--- config.mk ---
export PLATFORM = sky130hd
export DESIGN_NAME = pptx_arbiter
export DESIGN_NICKNAME = d
export VERILOG_FILES = /design/src/rtl/pptx_arbiter_pkg.sv /design/src/rtl/pptx_arbiter_rr_pick.sv /design/src/rtl/pptx_arbiter.sv
export SDC_FILE = /design/constraint.sdc
export NUM_CORES = 1
export LEC_CHECK = 0
export CAP_MARGIN = 25
export CORE_ASPECT_RATIO = 1.75
export CORE_MARGIN = 5
export CORE_UTILIZATION = 40
export CTS_CLUSTER_SIZE = 28
export DETAILED_ROUTE_END_ITERATION = 8
export GPL_TIMING_DRIVEN = 1
export PLACE_DENSITY = 0.69
export SLEW_MARGIN = 20
export SYNTH_ARGS = -nofsm -noshare
export SYNTH_HDL_FRONTEND = slang
export SYNTH_SLANG_ARGS = --single-unit
--- constraint.sdc ---
create_clock -name i_clk -period 3.57 [get_ports i_clk]
set_clock_uncertainty 0.05 [all_clocks]
set_input_delay 0.714 -clock i_clk [delete_from_list [all_inputs] [get_ports i_clk]]
set_output_delay 0.714 -clock i_clk [all_outputs]
set_load 0.005 [all_outputs]
--- src/rtl/pptx_arbiter_pkg.sv ---
// rtl/pptx_arbiter_pkg.sv - shared codes and types for the pport transmit arbiter
//
// Purpose: line-terminator byte codes (identical to the pport line logic),
//          arbiter FSM state encoding and a small end-of-line helper.
// Ports:   none (package).
package pptx_arbiter_pkg;

  localparam logic [7:0] PP_NL = 8'h0a;
  localparam logic [7:0] PP_CR = 8'h0d;

  typedef enum logic {
    ST_IDLE    = 1'b0,
    ST_GRANTED = 1'b1
  } pptx_state_t;

  function automatic logic is_eol(input logic [7:0] b);
    return (b == PP_NL) || (b == PP_CR);
  endfunction

endpackage

--- src/rtl/pptx_arbiter_rr_pick.sv ---
// rtl/pptx_arbiter_rr_pick.sv - combinational round-robin requester pick
//
// Purpose: choose the first requesting index searching last+1, last+2, ...
//          modulo NIN, so the previous owner is considered last.
// Ports:
//   req    in  NIN  request vector, one bit per source
//   last   in  2    index of the most recently released owner
//   any    out 1    at least one request is present
//   index  out 2    winning source index (equals last when nothing requests)
module rr_pick
  import pptx_arbiter_pkg::*;
#(
  parameter int NIN = 2
) (
  input  logic [NIN-1:0] req,
  input  logic [1:0]     last,
  output logic           any,
  output logic [1:0]     index
);

  // Walk offsets from farthest to nearest so the nearest requester,
  // assigned last, wins.
  always_comb begin
    any   = |req;
    index = last;
    for (int off = NIN; off >= 1; off--) begin
      for (int j = 0; j < NIN; j++) begin
        if (req[j] && (((int'(last) + off) % NIN) == j)) begin
          index = 2'(j);
        end
      end
    end
  end

endmodule

--- src/rtl/pptx_arbiter.sv ---
// rtl/pptx_arbiter.sv - line-granular round-robin arbiter in front of pport tx
//
// Purpose: lets up to four byte-stream sources share the pport transmit side.
//          A source keeps the port until it sends an end-of-line byte, reaches
//          MAXLEN accepted bytes, or leaves its strobe low for TIMEOUT cycles,
//          so lines from different sources never interleave.
// Ports:
//   i_clk      in  1      system clock (s_clk domain)
//   i_reset    in  1      synchronous, active-high reset
//   i_stb      in  NIN    per-source byte valid
//   i_data     in  8*NIN  per-source byte, source k at [8k+7:8k]
//   o_busy     out NIN    per-source busy; byte taken when i_stb[k] && !o_busy[k]
//   o_tx_stb   out 1      to pport tx_stb
//   o_tx_data  out 8      to pport tx_data
//   i_tx_busy  in  1      from pport tx_busy
//   o_grant    out NIN    one-hot current owner, zero when idle
//   o_active   out 1      a grant is held
module pptx_arbiter
  import pptx_arbiter_pkg::*;
#(
  parameter int NIN       = 2,
  parameter bit LINE_MODE = 1'b1,
  parameter int MAXLEN    = 80,
  parameter int TIMEOUT   = 16
) (
  input  logic             i_clk,
  input  logic             i_reset,
  input  logic [NIN-1:0]   i_stb,
  input  logic [8*NIN-1:0] i_data,
  output logic [NIN-1:0]   o_busy,
  output logic             o_tx_stb,
  output logic [7:0]       o_tx_data,
  input  logic             i_tx_busy,
  output logic [NIN-1:0]   o_grant,
  output logic             o_active
);

  localparam logic [1:0] LAST_RST = 2'(NIN - 1);
  localparam logic [8:0] MAXLEN9  = 9'(MAXLEN);
  // Only meaningful when TIMEOUT != 0; the release term is gated on that.
  localparam logic [7:0] TO_LAST  = 8'(TIMEOUT - 1);

  pptx_state_t state;
  logic [1:0]  owner;
  logic [1:0]  last;
  logic [7:0]  bytecnt;
  logic [7:0]  idlecnt;

  logic        pick_any;
  logic [1:0]  pick_index;

  logic        stb_g;
  logic [7:0]  data_g;
  logic        granted;
  logic        accept;
  logic        eol_hit;
  logic        max_hit;
  logic        to_hit;
  logic        release_now;

  rr_pick #(
    .NIN (NIN)
  ) u_rr_pick (
    .req   (i_stb),
    .last  (last),
    .any   (pick_any),
    .index (pick_index)
  );

  // Owner's strobe and byte.
  always_comb begin
    stb_g  = 1'b0;
    data_g = 8'h00;
    for (int k = 0; k < NIN; k++) begin
      if (owner == 2'(k)) begin
        stb_g  = i_stb[k];
        data_g = i_data[8*k +: 8];
      end
    end
  end

  // Reset overrides the pass-through so no byte can move in the reset cycle.
  assign granted   = (state == ST_GRANTED) && !i_reset;
  assign o_tx_stb  = granted && stb_g;
  assign o_tx_data = data_g;
  assign o_active  = (state == ST_GRANTED);
  assign accept    = o_tx_stb && !i_tx_busy;

  always_comb begin
    o_busy  = '1;
    o_grant = '0;
    for (int k = 0; k < NIN; k++) begin
      if ((state == ST_GRANTED) && (owner == 2'(k))) begin
        o_grant[k] = 1'b1;
        if (granted) begin
          o_busy[k] = i_tx_busy;
        end
      end
    end
  end

  // Release causes are OR-ed so simultaneous causes release only once.
  assign eol_hit     = LINE_MODE && accept && is_eol(data_g);
  assign max_hit     = accept && (({1'b0, bytecnt} + 9'd1) >= MAXLEN9);
  assign to_hit      = (TIMEOUT != 0) && !stb_g && (idlecnt == TO_LAST);
  assign release_now = eol_hit || max_hit || to_hit;

  always_ff @(posedge i_clk) begin
    if (i_reset) begin
      state   <= ST_IDLE;
      owner   <= 2'd0;
      last    <= LAST_RST;
      bytecnt <= 8'd0;
      idlecnt <= 8'd0;
    end else begin
      case (state)
        ST_IDLE: begin
          bytecnt <= 8'd0;
          idlecnt <= 8'd0;
          if (pick_any) begin
            state <= ST_GRANTED;
            owner <= pick_index;
          end
        end
        ST_GRANTED: begin
          if (accept && (({1'b0, bytecnt}) < MAXLEN9)) begin
            bytecnt <= bytecnt + 8'd1;
          end
          if (stb_g) begin
            idlecnt <= 8'd0;
          end else if (idlecnt != 8'hff) begin
            idlecnt <= idlecnt + 8'd1;
          end
          if (release_now) begin
            state <= ST_IDLE;
            last  <= owner;
          end
        end
        default: begin
          state <= ST_IDLE;
        end
      endcase
    end
  end

endmodule
==> results <==
==> per-stage QoR <==
step	hold slack [ps]	worst slack, ps	power, mW	util [%]	cell area (sq um)
after global routing	477	267	0.513	56.7	1680
after CTS	442	358	0.497	56.7	1680
final	438	372	0.490	56.7	1680
after floorplan	398	1180	0.272	-	1250
after global placement	426	396	0.323	54.8	1620
after detailed placement	433	379	0.324	54.8	1620
==> critical path, delay by kind of cell <==
family | cells | cell delay [ps]
buffers and inverters | 2 | 1060
muxes | 1 | 180
and+or+nand+nor | 2 | 480
==> flip-flops by register name (all words and copies together) (netlist names) <==
name	count
bytecnt	8
idlecnt	8
owner	2
last	1
o_active	1
==> report_power, final <==
part / leakage (nW) / switching (mW) / internal [mW]
logic: 0.446 / 0.0316 / 0.0547
registers: 0.162 / 0.00722 / 0.225
clock network: 0.0288 / 0.0735 / 0.0981
==> cell families (layout without fill, tap and decap cells) <==
family | count (synthesis) | in the layout | synth area share [%]
XOR/XNOR | 5 | 5 | 3.51
AND/OR/NAND/NOR | 76 | 76 | 32.3
buffers and inverters | 9 | 42 | 3.11
multiplexers | 14 | 14 | 11.7
flip-flops | 20 | 20 | 32.1
AO/OA/AOI/OAI | 25 | 25 | 14.2
adder cells (fa/ha/maj) | 3 | 3 | 3.01
==> synthesized netlist by cell type (all sizes together), types with 3 or more instances <==
master and instances:
nor2 27, dfxtp 20, mux2i 12, nand2 12, nand3 10, a21oi 6, and2 6, clkbuf 6
and3 4, a211oi 3, a31oi 3, ha 3, nor4 3, nor4b 3, xnor2 3
==> final cells by class <==
class,count,area (sq um)
fillers,268,1280
inverters,2,7.51
multi-input cells,123,807
clock buffers,4,55.1
repair buffers,36,355
flip-flops and latches,20,400
well taps,42,52.6
==> per-layer routing <==
metal,track usage (%),wire length (um),vias to the layer above,share of wire (%)
met5,0,0,-,0
met4,8.60,96,0,3.2
met3,4.83,219,7,7.3
met2,25.4,1490,43,50
met1,15.7,1190,541,40
li1,-,-,613,-
==> cells in the final DEF, fill, tap and decap left out, types with 2 or more instances in the layout <==
cell	Yosys	final
nor4_1	3	3
clkdlybuf4s50_1	0	34
a31oi_1	3	3
nor2_1	27	27
xnor2_1	3	3
a21oi_1	6	6
a22oi_1	2	2
nor2b_1	2	2
clkbuf_8	0	4
and2_1	6	6
xor2_1	2	2
mux2i_1	12	12
nand3b_1	2	2
ha_1	3	3
o21ai_0	2	2
buf_4	1	2
nand3_1	10	10
nor4b_1	2	2
and3_1	4	4
inv_1	2	2
nand2_1	12	12
or3_1	2	2
a211oi_1	3	3
dfxtp_1	20	20
==> path summary, 6_finish.rpt <==
check              from         end  slack, ps
min reg2reg  idlecnt[4]  idlecnt[4]        440
min          idlecnt[4]  idlecnt[4]        440
max reg2reg    o_active  bytecnt[5]       1310
max            i_stb[0]    o_tx_stb        370
==> results.sh <==
export IMPL_netlist_cell_type_count=41
export IMPL_dp_hpwl_um=2390
export IMPL_cts_setup_buffers=0
export IMPL_insertion_delay_ps=260
export IMPL_viasPerCell=5.30
export IMPL_synthArstFlopShare_pct=0
export IMPL_min_period_ps=3200
export IMPL_peakVddDrop_mv=0.174
export IMPL_ios=35
export IMPL_dp_cells=223
export IMPL_synthTopCellsByArea="dfxtp_1 (32%), mux2i_1 (9.6%), nor2_1 (8.1%), nand3_1 (4.0%), nand2_1 (3.6%)"
export IMPL_worst_path_max_delay_cell="clkdlybuf4s50_1"
export IMPL_grt_usage_pct=15.1
export IMPL_clock_sinks=20
export IMPL_drive_gt1_share_pct=6.49
export IMPL_endpoint_kind="primary output"
export IMPL_cts_buffers=3
export IMPL_cts_resized=0
export IMPL_holdPathStages=1
export IMPL_firstDrtPassIters=4
export IMPL_path_class="in -> out"
export IMPL_areaGrowthSynthToFinish_pct=34.6
export IMPL_syn_avg_cell_area_sq_um=8.20
export IMPL_clkTransAtPathRegs_ps=70
export IMPL_grt_pass1_vias=1228
export IMPL_port_buffers=34
export IMPL_drt_iter0_markers=14
export IMPL_tritoncts="yes"
export IMPL_setup_tns_ps=0
export IMPL_gp_congestion=0.822
export IMPL_cts_max_path_buffers=2
export IMPL_rsz0062_at_grt="false"
export IMPL_clock_fmax_ghz=0.313
export IMPL_required_ps=2810
export IMPL_yosys_area_top_type="dfxtp_1"
export IMPL_synth_top_area_share_pct=32.1
export IMPL_h_tree_depth=1
export IMPL_cts_hold_buffers=0
export IMPL_routed_wl_um=3000
export IMPL_grt_pass1_wl_um=5130
export IMPL_vias=1204
export IMPL_ys_ff_latch=20
export IMPL_synthFlopType="dfxtp_1"
export IMPL_num_rows=26
export IMPL_critPathMaxStageDelay_ps=540
export IMPL_finalHoldViolations=0
export IMPL_cts_root_buf="clkbuf_8"
export IMPL_p_leak_nw=0.636
export IMPL_relSlewSlack_pct=60.5
export IMPL_ff2ff_path_depth=5
export IMPL_synth_edff_count=0
export IMPL_antenna_left=0
export IMPL_initial_core_util_pct=42.1
export IMPL_finalNonFillerCells=227
export IMPL_path_common_cell="clkdlybuf4s50_1"
export IMPL_synthCells=152
export IMPL_period_share_pct=89.6
export IMPL_drv_slew=0
export IMPL_startpoint_type="primary input"
export IMPL_status="finished, final reports clean"
export IMPL_final_setup_viol_count=0
export IMPL_tightestPinTransition_ps=591
export IMPL_overflow=0
export IMPL_die_w_um=52.2
export IMPL_crit_fanout=5
export IMPL_antenna_found_initial=0
export IMPL_maxCapViolations=0
export IMPL_ys_seq_area_share_pct=32.1
export IMPL_dieArea_sq_mm=0.00438
export IMPL_synthesis_nets=176
export IMPL_netlist_area_sq_mm=0.00125
export IMPL_grt_max_degree=18
export IMPL_cp_arrival_ps=2430
export IMPL_ys_warn_count=0
export IMPL_diodes=0
export IMPL_fin_nets=210
export IMPL_coreArea_sq_mm=0.00296
export IMPL_die_h_um=83.8
export IMPL_hold_class="reg -> reg"
export IMPL_power_density_mw_per_mm2=292
export IMPL_path_cells="clkdlybuf4s50_1 -> mux2i_1 -> or2_2 -> nor2_1 -> clkdlybuf4s50_1"
export IMPL_drc=0
export IMPL_wl_per_cell_um=13.2
(Power assumes the default switching activity.)
